**src/rtl/frame_source_scheduler.sv**
```systemverilog
// Frame-aligned arbiter that hands the single RGB444 pixel path to one of NUM_SRC
// Avalon-ST sources, switching only on frame boundaries and owning sop/eop framing.
module frame_source_scheduler #(
  parameter int NUM_SRC    = 3,
  parameter int NUM_PIXELS = 320*240,
  parameter int DATA_W     = 12
) (
  input  logic                      clk,
  input  logic                      reset,
  input  logic [NUM_SRC*DATA_W-1:0] src_data,
  input  logic [NUM_SRC-1:0]        src_valid,
  input  logic [NUM_SRC-1:0]        src_sop,
  input  logic [NUM_SRC-1:0]        src_eop,
  output logic [NUM_SRC-1:0]        src_ready,
  input  logic [1:0]                sel_req,
  output logic [DATA_W-1:0]         out_data,
  output logic                      out_sop,
  output logic                      out_eop,
  output logic                      out_valid,
  input  logic                      out_ready,
  output logic [1:0]                active_sel,
  output logic                      frame_done,
  output logic                      err_len
);
  localparam int            CW   = (NUM_PIXELS > 1) ? $clog2(NUM_PIXELS) : 1;
  localparam logic [CW-1:0] LAST = CW'(NUM_PIXELS - 1);
  localparam logic [2:0]    NSRC = 3'(NUM_SRC);

  typedef enum logic [1:0] {IDLE, SYNC, STREAM} state_t;

  state_t            state;
  logic [CW-1:0]     pix_cnt;
  logic [DATA_W-1:0] act_data;
  logic              act_valid, act_sop, act_eop;
  logic [1:0]        sel_clamp;
  logic              first, last, hs, mismatch;

  // Mux by comparison rather than indexing so any NUM_SRC in 2..4 stays in range.
  always_comb begin
    act_data  = '0;
    act_valid = 1'b0;
    act_sop   = 1'b0;
    act_eop   = 1'b0;
    for (int i = 0; i < NUM_SRC; i++) begin
      if (active_sel == 2'(i)) begin
        act_data  = src_data[i*DATA_W +: DATA_W];
        act_valid = src_valid[i];
        act_sop   = src_sop[i];
        act_eop   = src_eop[i];
      end
    end
  end

  assign sel_clamp = ({1'b0, sel_req} >= NSRC) ? 2'd0 : sel_req;
  assign first     = (pix_cnt == '0);
  assign last      = (pix_cnt == LAST);
  assign out_valid = (state == STREAM) & act_valid;
  assign out_data  = act_data;
  assign out_sop   = out_valid & first;
  assign out_eop   = out_valid & last;
  assign hs        = out_valid & out_ready;
  assign mismatch  = (act_sop != first) | (act_eop != last);

  // Everything not granted is drained so upstream cameras never back up.
  always_comb begin
    src_ready = '1;
    for (int i = 0; i < NUM_SRC; i++) begin
      if (state != IDLE && active_sel == 2'(i)) begin
        if (state == SYNC) src_ready[i] = act_valid & ~act_sop;
        else               src_ready[i] = out_ready;
      end
    end
  end

  always_ff @(posedge clk or negedge reset) begin
    if (!reset) begin
      state      <= IDLE;
      active_sel <= 2'd0;
      pix_cnt    <= '0;
      frame_done <= 1'b0;
      err_len    <= 1'b0;
    end else begin
      frame_done <= 1'b0;
      err_len    <= 1'b0;
      unique case (state)
        IDLE: begin
          active_sel <= sel_clamp;
          pix_cnt    <= '0;
          state      <= SYNC;
        end
        SYNC: begin
          // The sop beat is left in place; STREAM forwards it as pixel 0.
          if (act_valid & act_sop) state <= STREAM;
        end
        STREAM: begin
          if (hs) begin
            err_len <= mismatch;
            if (last) begin
              pix_cnt    <= '0;
              frame_done <= 1'b1;
              if (sel_clamp != active_sel) begin
                active_sel <= sel_clamp;
                state      <= SYNC;
              end
            end else begin
              pix_cnt <= pix_cnt + CW'(1);
            end
          end
        end
        default: state <= IDLE;
      endcase
    end
  end
endmodule

```
**config.mk**
```make
export PLATFORM = sky130hd
export DESIGN_NAME = frame_source_scheduler
export DESIGN_NICKNAME = d
export VERILOG_FILES = /design/src/rtl/frame_source_scheduler.sv
export SDC_FILE = /design/constraint.sdc
export NUM_CORES = 1
export LEC_CHECK = 0
export CORE_MARGIN = 5
export CORE_UTILIZATION = 52
export CTS_BUF_LIST = sky130_fd_sc_hd__clkbuf_4
export DETAILED_ROUTE_END_ITERATION = 8
export DONT_BUFFER_PORTS = 1
export GPL_ROUTABILITY_DRIVEN = 0
export HOLD_SLACK_MARGIN = 0.08
export PLACE_DENSITY = 0.67
export SLEW_MARGIN = 30
export SYNTH_ARGS = -nofsm -noshare
export SYNTH_HDL_FRONTEND = slang
export SYNTH_SLANG_ARGS = --single-unit
export TNS_END_PERCENT = 100
```
**constraint.sdc**
```tcl
create_clock -name clk -period 2.35 [get_ports clk]
set_clock_uncertainty 0.15 [all_clocks]
set_input_delay 0.235 -clock clk [delete_from_list [all_inputs] [get_ports clk]]
set_output_delay 0.235 -clock clk [all_outputs]
set_load 0.03 [all_outputs]
```
==> flow_summary.json, run 1 <==
{
  "post_drt_via_cell_ratio": 6.134,
  "grt_pass1_wl_um": 7776,
  "reg2reg_depth": 5,
  "grt_max_degree": 24,
  "worstSetupEndpointType": "output pin",
  "mostFrequentLayoutCell": "nand2_1",
  "grt_pass1_vias": 1703,
  "io_buffers": 0,
  "cpPeakStageDelay_ns": 0.47,
  "cp_data_required_time_ns": 1.97,
  "drive_above_1_share_pct": 18.57,
  "synth.avg_cell_area_um2": 8.101,
  "setup_ws_ns": 0.1404,
  "relSlewSlack_pct": 66.40,
  "setup_violations": 0,
  "final_core_util_pct": 62.02,
  "overflow": 0,
  "timing.final.crit_share_pct": 94.03,
  "die_area_um2": 4607,
  "cts_tree": "yes",
  "synth_top_cell_by_area": "dfrtp_1",
  "multi_input_area_um2": 1106,
  "grt_usage_pct": 21.71,
  "layout_common_cells": "nand2_1, buf_4, dfrtp_1",
  "startpoint_type": "flip-flop",
  "drv_slew": 0,
  "tightestPinTransition_ns": 0.5041,
  "syn_inst": 215,
  "synth_area_leaders": "dfrtp_1, mux2i_1, nand2_1, a31oi_1, o21ai_0",
  "synth_adder_area_share_pct": 1.437,
  "cts_buffer_depth": 2,
  "vdd_drop_max_mv": 0.8356,
  "syn_area_um2": 1742,
  "drv_cap": 0,
  "muxShareOfSynthArea_pct": 11.64,
  "clockRootBuffer": "clkbuf_4",
  "synth_top_area_share_pct": 33.05,
  "synth_xor_area_share_pct": 1.509,
  "hpwl_um": 3629,
  "fillCellCount": 281,
  "run_status": "complete, no violations",
  "first_pass_iters": 4,
  "dpl_worst_slack_ns": 0.1309,
  "synth_top_family_by_area": "simple AND/OR/NAND/NOR gates",
  "cp_data_arrival_time_ns": 1.82,
  "vias": 1736,
  "hold_viol": 0,
  "min_path_type": "in2reg",
  "numCtsBuffers": 3,
  "start_util_pct": 53.03,
  "cp_top_family": "flip-flops",
  "critPathMaxFanout": 16,
  "drt_wl_total_um": 4636,
  "crit_type": "reg2out",
  "rows": 21,
  "nets": 290,
  "yosys_warnings": 0,
  "yosys.area_share.simple_pct": 27.59,
  "ys_ff_latch": 23,
  "synth_nets": 267,
  "crit_path_top_delay_cell": "dfrtp_2",
  "synth_compound_area_share_pct": 19.90,
  "route.detailed.drc": 0,
  "die_height_um": 67.88,
  "die_w_um": 67.88,
  "wl_per_cell_um": 16.38,
  "io_pins": 72,
  "whs_path_depth": 2,
  "max_clock_freq_mhz": 452.6,
  "crit_buf_inv": 1,
  "design.core.area_um2": 3284,
  "cts_max_level": 1,
  "path_cells": "buf_8, mux2i_1, o2bb2ai_1, o21ai_1, mux2i_2, nand2_2",
  "syn_to_final_growth_pct": 16.95,
  "clk_pin_slew_ns": 0.11,
  "antenna_found_initial": 0,
  "ff_latch_area_um2": 578.1,
  "drt_iter0_markers": 213,
  "antenna_cells": 0,
  "cts_sinks": 23,
  "cp_num_cells": 6,
  "p_leak_nw": 0.8620,
  "clk_latency_ns": 0.32,
  "rrSetupSlack_ns": 0.18,
  "ys_types": 40,
  "ant_nets": 0,
  "period_needed_ns": 2.210,
  "power.density_nw_per_um2": 933.8,
  "fin_setup_tns_ns": 0,
  "synth_seq_area_share_pct": 33.05
}
-- flip-flops by register name, indices dropped and copies added (netlist names) --
register / flops
frame_done: 1
pix_cnt: 17
err_len: 1
state: 2
active_sel: 2
-- metrics by stage --
step	cells	power (mW)	hold slack, ns	instance area [um^2]
finish	283	1.902	0.1082	2037
global placement	274	1.627	-0.2099	1932
detailed placement	274	1.653	-0.2099	1932
floorplan	215	1.314	-0.2106	1742
CTS	281	1.853	0.1063	1992
global route	283	2.021	0.1303	2037
-- layout make-up --
| cell class | count | share of cell area [%] |
|---|---|---|
| Clock buffer | 3 | 1.106 |
| Sequential cell | 23 | 28.38 |
| Timing Repair Buffer | 32 | 12.41 |
| Clock inverter | 1 | 0.2457 |
| Tap cell | 46 | 2.826 |
| Inverter | 4 | 0.7371 |
| Multi-Input combinational cell | 174 | 54.30 |
-- worst paths after layout --
| path | start | end |
|---|---|---|
| max | active_sel[0] | src_ready[1] |
| min | sel_req[0] | active_sel[1] |
| max reg2reg | pix_cnt[12] | active_sel[0] |
| min reg2reg | pix_cnt[9] | pix_cnt[9] |
| max in group asynchronous | reset | active_sel[0] |
| min in group asynchronous | reset | pix_cnt[3] |
-- cells by family (layout without fill, tap and decap cells) --
kind of cell             after synthesis  in the layout
AND/OR/NAND/NOR                       92             92
AO/OA/AOI/OAI                         57             57
flip-flops                            23             23
multiplexers                          20             20
buffers and inverters                 18             40
XOR/XNOR                               3              3
adder cells (fa/ha/maj)                2              2
-- where the power goes --
group	switching (mW)	internal (mW)	leakage, nW
Sequential	0.0585	0.430	0.313
Clock	0.122	0.0638	0.0177
Combinational	0.742	0.486	0.532
-- Yosys cell counts --
cell        n
a22oi_1     1
o21ai_0    15
o21ai_1     3
clkbuf_1    7
o2bb2ai_1   2
nand4_1     7
or3b_1      1
dfrtp_1    23
and3_1      6
o211ai_1    1
mux2i_1    18
or3_1       1
ha_1        2
a31oi_2     1
buf_2       5
o31a_1      1
o22ai_1     1
xor2_1      2
nor3_1      2
a31o_1      1
nor3_4      1
nor2b_1     6
nor4_1      4
nor4b_1     1
and4_1      3
nand2_1    34
buf_6       1
a21oi_1    11
inv_1       4
buf_4       1
or4_1       1
a41oi_1     1
xnor2_1     1
and2_1      3
nand3_1     7
nor2_1      9
a31oi_1    17
a2bb2oi_1   2
nand2b_1    6
mux2_1      2
-- metal layers --
metal / GRT usage [%] / routed length (um) / up-vias
li1: - / - / 840
met1: 28.16 / 1920 / 822
met2: 38.03 / 2393 / 65
met3: 4.269 / 280 / 9
met4: 3.474 / 41 / 0
met5: 0 / 0 / -
-- timing repair --
item,CTS,global route
setup buffers,0,1
hold endpoints to repair,25,23
hold buffers,3,1
resized for setup,1,12
setup endpoints to repair,4,22
pin swaps,0,2
Note: power is estimated with default switching activity, not from simulation.
==> run 2: changes to the inputs <==
--- a/config.mk
+++ b/config.mk
@@ -6,13 +6,12 @@
 export NUM_CORES = 1
 export LEC_CHECK = 0
 export CORE_MARGIN = 5
-export CORE_UTILIZATION = 52
+export CORE_UTILIZATION = 40
 export CTS_BUF_LIST = sky130_fd_sc_hd__clkbuf_4
 export DETAILED_ROUTE_END_ITERATION = 8
 export DONT_BUFFER_PORTS = 1
 export GPL_ROUTABILITY_DRIVEN = 0
 export HOLD_SLACK_MARGIN = 0.08
-export PLACE_DENSITY = 0.67
 export SLEW_MARGIN = 30
 export SYNTH_ARGS = -nofsm -noshare
 export SYNTH_HDL_FRONTEND = slang
==> flow_summary.json, run 2 (synthesis results as in run 1) <==
{
  "run_status": "complete, no violations",
  "clk_latency_ns": 0.32,
  "tightestPinTransition_ns": 0.5036,
  "antenna_found_initial": 0,
  "crit_type": "reg2out",
  "first_pass_iters": 4,
  "rsz0062_at_grt": "no",
  "drv_slew": 0,
  "stdcell_count": 299,
  "vias": 1725,
  "timing.final.crit_share_pct": 94.70,
  "p_leak_nw": 0.9113,
  "cts_buffer_depth": 2,
  "grt_pass1_vias": 1663,
  "power.density_nw_per_um2": 927.1,
  "io_buffers": 0,
  "grt_pass1_wl_um": 7879,
  "maxUsedRoutingLayer": "met4",
  "numCtsBuffers": 3,
  "ant_nets": 0,
  "reg.largest.list": "pix_cnt x17, active_sel x2, state x2",
  "relSlewSlack_pct": 66.43,
  "overflow": 0,
  "clk_pin_slew_ns": 0.13,
  "design.core.area_um2": 4294,
  "hold_slack_ns": 0.09842,
  "cts_tree": "yes",
  "rows": 24,
  "drt_iter0_markers": 144,
  "cts_max_level": 1,
  "setup_ws_ns": 0.1246,
  "startpoint_type": "flip-flop",
  "largest_register_ffs": 17,
  "min_path_type": "in2reg",
  "cts_sinks": 23,
  "critPathMaxFanout": 7,
  "grt_max_degree": 24,
  "drive_above_1_share_pct": 21.05,
  "start_util_pct": 40.56,
  "hpwl_um": 3450,
  "hold_viol": 0,
  "die_area_um2": 5774,
  "period_needed_ns": 2.225,
  "cp_data_required_time_ns": 1.97,
  "fin_setup_tns_ns": 0,
  "io_pins": 72,
  "syn_to_final_growth_pct": 22.27,
  "worstSetupEndpointType": "output pin",
  "fin_area_um2": 2130,
  "top_register": "pix_cnt",
  "max_clock_freq_mhz": 449.4,
  "cp_data_arrival_time_ns": 1.84,
  "drv_cap": 0,
  "vdd_drop_max_mv": 0.6617,
  "die_height_um": 75.99,
  "dp_cells": 284,
  "post_drt_via_cell_ratio": 5.769,
  "nets": 300,
  "drt_wl_total_um": 4698,
  "layout_common_cells": "buf_4, nand2_1, dfrtp_1",
  "clockRootBuffer": "clkbuf_4",
  "dpl_worst_slack_ns": 0.2519,
  "wl_met3_um": 140,
  "wl_per_cell_um": 15.71,
  "grt_usage_pct": 15.76,
  "antenna_cells": 0,
  "wl_met2_um": 2368,
  "route.detailed.drc": 0,
  "placed_area_um2": 1969,
  "die_w_um": 75.99,
  "wl_met1_um": 2119,
  "mostFrequentLayoutCell": "buf_4",
  "setup_violations": 0
}
-- run 2: cell types whose count changed in the layout (fill, tap and decap cells not counted), sizes merged --
cell         previous run  this run
dlygate4sd3             3         4
buf                    29        38
-- run 2: timing repair --
item | CTS | global route
hold buffers | 4 | 1
gates resized for setup | 4 | 7
pin swaps | 0 | 1
endpoints found under the setup margin | 3 | 5
hold endpoints to repair | 26 | 23
setup buffers | 1 | 5
-- run 2: where the power goes --
part	leakage [nW]	internal (mW)	total (mW)	switching, mW
logic	0.581	0.533	1.29	0.756
clock network	0.0177	0.0637	0.187	0.124
registers	0.313	0.431	0.498	0.0667
total	0.911	1.03	1.97	0.947
-- run 2: critical path: stages (launching register included) --
cell and delay, ns:
dfrtp_2 0.49, buf_4 0.18, mux2i_1 0.13, o2bb2ai_2 0.17
o21ai_1 0.08, mux2i_1 0.19, buf_4 0.16, nand2_2 0.12
-- run 2: worst paths after layout --
check	start	endpoint	slack, ns	cells past startpoint
worst min-delay path	src_valid[2]	state[1]	0.1	3
worst max register to register	active_sel[0]	active_sel[1]	0.20	5
min in group asynchronous	reset	pix_cnt[11]	0.29	2
worst max-delay path	active_sel[0]	src_ready[2]	0.12	7
worst min register to register	pix_cnt[5]	pix_cnt[5]	0.39	1
max in group asynchronous	reset	active_sel[0]	1.40	2
-- run 2: per-layer routing --
metal | global-route usage, % | up-vias
met5 | 0 | -
met4 | 5.338 | 0
met1 | 21.17 | 820
met3 | 1.064 | 7
li1 | - | 858
met2 | 26.63 | 40
-- run 2: layout make-up --
class,instances,area [um^2]
inverters,4,15.01
repair buffers,42,326.6
clock buffers,3,22.52
well taps,52,65.06
flip-flops and latches,23,578.1
multi-input cells,174,1117
fillers,414,2165
clock inverters,1,5.005
-- run 2: per-stage QoR --
step	power [mW]	utilization, %
2_1_floorplan	1.314	-
3_3_place_gp	1.652	45.86
3_5_place_dp	1.659	45.86
4_1_cts	1.898	47.90
5_1_grt	2.100	49.59
6_report	1.974	49.59
